===== config.mk =====
export PLATFORM = sky130hd
export DESIGN_NAME = seg7_scan_driver
export DESIGN_NICKNAME = d
export VERILOG_FILES = /design/src/rtl/seg7_scan_driver.sv
export SDC_FILE = /design/constraint.sdc
export NUM_CORES = 1
export LEC_CHECK = 0
export BUFFER_PORTS_ARGS = -buffer_cell sky130_fd_sc_hd__buf_2
export CAP_MARGIN = 40
export CORE_ASPECT_RATIO = 1.75
export CORE_MARGIN = 5
export CORE_UTILIZATION = 60
export CTS_CLUSTER_DIAMETER = 200
export DETAILED_ROUTE_END_ITERATION = 6
export GPL_TIMING_DRIVEN = 1
export PLACE_DENSITY = 0.89
export SETUP_SLACK_MARGIN = 0.1
export SYNTH_ARGS = -nofsm -noshare
export SYNTH_HDL_FRONTEND = slang
export SYNTH_SLANG_ARGS = --single-unit

===== constraint.sdc =====
create_clock -name clk -period 5.6 [get_ports clk]
set_input_delay 0.84 -clock clk [delete_from_list [all_inputs] [get_ports clk]]
set_output_delay 0.84 -clock clk [all_outputs]
set_load 0.03 [all_outputs]

===== src/rtl/seg7_scan_driver.sv =====
// seg7_scan_driver
//   Multiplexed N-digit 7-segment scanner. Each digit gets one slot of
//   2**SLOT_LOG2 clocks. The first BLANK_CYCLES of every slot are dark to stop
//   ghosting between digits. The rest of the slot is PWM-dimmed by brightness.
//   The display value is double-buffered: load writes the shadow registers, and
//   the active registers pick up the shadow only at a frame boundary. This keeps
//   a frame from showing a mix of old and new digits.
//
// Ports
//   clk         system clock
//   rst_n       asynchronous active-low reset
//   value       4*N_DIGITS nibbles, digit 0 = value[3:0]
//   dp          per-digit decimal point enable
//   load        strobe, captures value/dp into the shadow registers
//   blank_lz    1 = blank leading-zero digits (live input)
//   dec_mode    1 = nibbles 10..15 render as a dash (live input)
//   brightness  PWM duty of the lit window, 0 = off (live input)
//   seg         segments, active high: a f b g c dp d e (bit 7 down to 0)
//   dig_n       digit select, active low
//   frame_start one-cycle pulse after the active registers update
module seg7_scan_driver #(
  parameter int N_DIGITS     = 4,
  parameter int SLOT_LOG2    = 12,
  parameter int BLANK_CYCLES = 16,
  parameter int PWM_BITS     = 4
) (
  input  logic                  clk,
  input  logic                  rst_n,
  input  logic [4*N_DIGITS-1:0] value,
  input  logic [N_DIGITS-1:0]   dp,
  input  logic                  load,
  input  logic                  blank_lz,
  input  logic                  dec_mode,
  input  logic [PWM_BITS-1:0]   brightness,
  output logic [7:0]            seg,
  output logic [N_DIGITS-1:0]   dig_n,
  output logic                  frame_start
);

  localparam int IDX_W = (N_DIGITS > 1) ? $clog2(N_DIGITS) : 1;
  localparam logic [IDX_W-1:0]     LAST_DIG  = IDX_W'(N_DIGITS - 1);
  localparam logic [SLOT_LOG2-1:0] BLANK_END = SLOT_LOG2'(BLANK_CYCLES);

  logic [SLOT_LOG2-1:0]  slot_cnt;
  logic [IDX_W-1:0]      dig_idx;
  logic [4*N_DIGITS-1:0] shadow_value;
  logic [N_DIGITS-1:0]   shadow_dp;
  logic [4*N_DIGITS-1:0] active_value;
  logic [N_DIGITS-1:0]   active_dp;

  logic                  frame;
  logic                  lit;
  logic [3:0]            nib [N_DIGITS];
  logic [N_DIGITS-1:0]   upper_zero;
  logic                  zero_acc;
  logic [3:0]            cur_nib;
  logic                  cur_blank;
  logic [7:0]            seg_next;
  logic [N_DIGITS-1:0]   dig_onehot;

  function automatic logic [7:0] glyph_of(input logic [3:0] n, input logic dec);
    logic [7:0] g;
    case (n)
      4'h0:    g = 8'hEB;
      4'h1:    g = 8'h28;
      4'h2:    g = 8'hB3;
      4'h3:    g = 8'hBA;
      4'h4:    g = 8'h78;
      4'h5:    g = 8'hDA;
      4'h6:    g = 8'hDB;
      4'h7:    g = 8'hA8;
      4'h8:    g = 8'hFB;
      4'h9:    g = 8'hFA;
      4'hA:    g = 8'hF9;
      4'hB:    g = 8'h5B;
      4'hC:    g = 8'hC3;
      4'hD:    g = 8'h3B;
      4'hE:    g = 8'hD3;
      default: g = 8'hD1;
    endcase
    // In decimal mode all non-decimal nibbles show as a dash (segment g).
    if (dec && (n > 4'd9)) g = 8'h10;
    return g;
  endfunction

  // The frame boundary is the first cycle of digit 0's slot.
  assign frame = (dig_idx == '0) && (slot_cnt == '0);

  // The lit window follows the blanking dead-time. The top PWM_BITS of the slot
  // counter form a ramp, and brightness is compared against that ramp.
  assign lit = (slot_cnt >= BLANK_END) &&
               (slot_cnt[SLOT_LOG2-1 -: PWM_BITS] < brightness);

  always_ff @(posedge clk or negedge rst_n) begin
    if (!rst_n) begin
      slot_cnt <= '0;
      dig_idx  <= '0;
    end else begin
      slot_cnt <= slot_cnt + 1'b1;
      if (&slot_cnt) begin
        dig_idx <= (dig_idx == LAST_DIG) ? '0 : dig_idx + 1'b1;
      end
    end
  end

  // A load on the boundary cycle goes straight to the active registers, so it
  // is shown in the frame that is starting. It still writes the shadow too.
  always_ff @(posedge clk or negedge rst_n) begin
    if (!rst_n) begin
      shadow_value <= '0;
      shadow_dp    <= '0;
      active_value <= '0;
      active_dp    <= '0;
    end else begin
      if (load) begin
        shadow_value <= value;
        shadow_dp    <= dp;
      end
      if (frame) begin
        active_value <= load ? value : shadow_value;
        active_dp    <= load ? dp    : shadow_dp;
      end
    end
  end

  // upper_zero[i] is set when nibbles i..N_DIGITS-1 are all zero. This is the
  // leading-zero condition for digit i.
  always_comb begin
    zero_acc   = 1'b1;
    upper_zero = '0;
    for (int i = 0; i < N_DIGITS; i++) begin
      nib[i] = active_value[4*i +: 4];
    end
    for (int i = N_DIGITS - 1; i >= 0; i--) begin
      zero_acc      = zero_acc && (nib[i] == 4'h0);
      upper_zero[i] = zero_acc;
    end
  end

  always_comb begin
    cur_nib   = nib[dig_idx];
    cur_blank = blank_lz && (dig_idx != '0) && upper_zero[dig_idx];
    seg_next  = cur_blank ? 8'h00 : glyph_of(cur_nib, dec_mode);
    // The decimal point is shown even on a blanked digit.
    seg_next[2] = seg_next[2] | active_dp[dig_idx];
    dig_onehot  = '0;
    dig_onehot[dig_idx] = 1'b1;
  end

  always_ff @(posedge clk or negedge rst_n) begin
    if (!rst_n) begin
      seg         <= 8'h00;
      dig_n       <= '1;
      frame_start <= 1'b0;
    end else begin
      seg         <= lit ? seg_next : 8'h00;
      dig_n       <= lit ? ~dig_onehot : '1;
      frame_start <= frame;
    end
  end

endmodule


==> results.cfg <==
[outcome]
outcome = complete, no violations

[logic_synthesis]
synth_area_leaders = dfrtp_1 50%, mux2_2 16%, ha_1 6.0%, dfstp_2 3.3%, mux4_1 3.3%
synth.top_cell.area_share_pct = 50.16
netlist_area_um2 = 3143
netlist_instances = 237
yosysUniqueCellTypes = 38
synth-async-reset-ratio_pct = 100.0
ys_seq_elements = 67
synth_common_cells = 63 x dfrtp_1, 45 x mux2_2, 15 x ha_1, 12 x inv_1, 12 x nand2_1
synth-edff-count = 0
syn-mean-instance-area_um2 = 13.26
synth-seq-area-share_pct = 53.50
synth_flop_cell = dfrtp_1
synth.net_count = 281
yosysWarnings = 0
synth.most_common_cell = dfrtp_1
yosysTopAreaCell = dfrtp_1

[grt]
met2_usage_pct = 34.95
first_global_vias = 2126
grt.total_usage_pct = 19.90
grt.busiest_layer = met2
use_met3_pct = 4.478
grt_pass1_wl_mm = 10.24
use_met1_pct = 21.84
grt_max_degree = 68
antenna_found_initial = 0
grt-ovfl-total = 0

[route]
routedWlPerCell_um = 17.87
routed_via_density = 5.928
vias = 2045
ant_nets = 0
drt_iter0_markers = 44
first_pass_iters = 6
route.detailed.drc = 0
routed_wl_mm = 6.164

[clocking]
clock_path_buffers = 2
numCtsBuffers = 9
cts.reportedPaths.clkPinSlew_ps = 70
ctsHoldBuffers = 0
cts_resized = 0
clk-insertion-delay-late_ps = 340
cts_tree = done
post-cts-setup-buffers = 0
cts_sinks = 67
htree_levels = 3
cts-root-buf = clkbuf_8

[cells_and_area]
num-nets-final = 329
synthToLayoutAreaGrowth_pct = 14.53
fill_cells = 364
diodes = 0
final_area_um2 = 3600
drive_gt1_share_pct = 38.62
final_core_util_pct = 69.66

[setup_path]
critical_path.cell_chain = mux4_1, inv_1, ha_1, nor2_1, o211ai_2, nand3b_4, a311oi_1
cp_top_family = multiplexers
arrival_ps = 3010
crit_path_max_incr_delay_ps = 770
critPathSlowestCell = mux4_1
worstSetupPathType = flop to flop
critical_path.max_fanout = 14
setup.worst_path.end_class = flop
crit_cells = 7
r2r_cells = 7
required_ps = 5840
start_kind = flop
critPathBufInv = 1

[placed_design]
dpl.hpwl_mm = 4.276
port_buffers = 41
place_congestion = 0.8508
placed_area_um2 = 3410
dp_slack_ps = 2879

[die]
die_w_um = 64.71
core_um2 = 5167
die_h_um = 105.7
io_pins = 42
start_util_pct = 60.82
row_count = 35
die_area_um2 = 6843

[sta]
fin_ws_ps = 2832
fin_crit_ps = 2768
rsz0062_at_grt = no
clock_skew_ps = 11.05
hold_ws_ps = 502.9
slew_viol_final = 0
slew_headroom_pct = 45.47
tightest_slew_ps = 818.0
fmax_mhz = 361.3
period_share_pct = 49.42
setup_violations = 0
fin_setup_tns_ps = 0
hold_viol = 0

[power]
peakVddDrop_v = 0.0002253
leakagePower_nw = 1.668
power.density_nw_per_um2 = 287.3

[worst_hold_path]
hold_path_depth = 1
min_path_type = flop to flop

[flow_run]
maxCapViolations = 0
## state kept, by name, indices dropped and copies added (netlist names)
register	count
active_value	16
frame_start	1
dig_idx	2
shadow_value	16
slot_cnt	12
active_dp	4
seg	8
shadow_dp	4
dig_n	4
## per-stage QoR
| step | total power [W] | std cells |
|---|---|---|
| final | 0.001034 | 345 |
| after global routing | 0.001079 | 345 |
| after CTS | 0.001044 | 345 |
| after detailed placement | 0.0006702 | 329 |
| after global placement | 0.0006645 | 328 |
| after floorplan | 0.0006217 | 237 |
## cell families (layout without fill, tap and decap cells)
family | count (synthesis) | count (layout) | share of synthesized area (%)
DFF | 67 | 67 | 53.50
muxes | 55 | 55 | 21.89
and+or+nand+nor | 50 | 50 | 8.559
AOI/OAI and AO/OA | 21 | 21 | 4.618
buffers and inverters | 18 | 71 | 2.388
adders and majority gates | 15 | 15 | 5.971
xor gates and xnor gates | 11 | 11 | 3.066
## cell usage in the layout (no fill, tap or decap), drive strengths merged, types with 2 or more instances in the layout
master  count
o211ai      2
mux2       45
mux4        5
dfrtp      63
o21ai       4
nand2      12
inv        12
nand2b      2
ha         15
nand4       3
xnor2       9
xor2        2
nor3        4
clkbuf     13
and3        4
dfstp       4
a311oi      3
nor4        5
buf        43
clkinv      2
nand3       4
mux2i       5
a211oi      2
and2        3
a21oi       5
nor2        9
## routing by layer
metal	wire length, µm	up-vias
li1	-	947
met1	2255	1028
met2	3429	55
met3	281	15
met4	197	0
met5	0	-
## power by group
part	internal, W	switching (W)
clock network	0.000197	0.000175
logic	0.0000544	0.0000728
registers	0.000518	0.0000166
## worst register-to-register path, cell delays in order (launching register included)
cell and delay, ps:
dfrtp_1 710, mux4_1 770, inv_1 150, ha_1 320
nor2_1 100, o211ai_2 190, nand3b_4 130, a311oi_1 280
## worst paths after layout
| path | start | end | slack, ps |
|---|---|---|---|
| worst max register to register | dig_idx[0] | seg[3] | 2830 |
| worst max-delay path | dig_idx[0] | seg[3] | 2830 |
| min in group asynchronous | rst_n | shadow_value[6] | 670 |
| worst min register to register | slot_cnt[5] | slot_cnt[5] | 500 |
| worst min-delay path | slot_cnt[5] | slot_cnt[5] | 500 |
| max in group asynchronous | rst_n | shadow_value[11] | 4390 |
## final cells by class
type                       count  area [µm²]  area share (%)
clock buffer                  13       168.9           4.692
clock inverter                 3       21.27          0.5909
inverter                      12       45.04           1.251
multi-input combinational    152        1386           38.51
sequential                    67        1682           46.72
tap                           55       68.82           1.912
timing repair buffer          43       227.7           6.326
(Power assumes the default switching activity.)
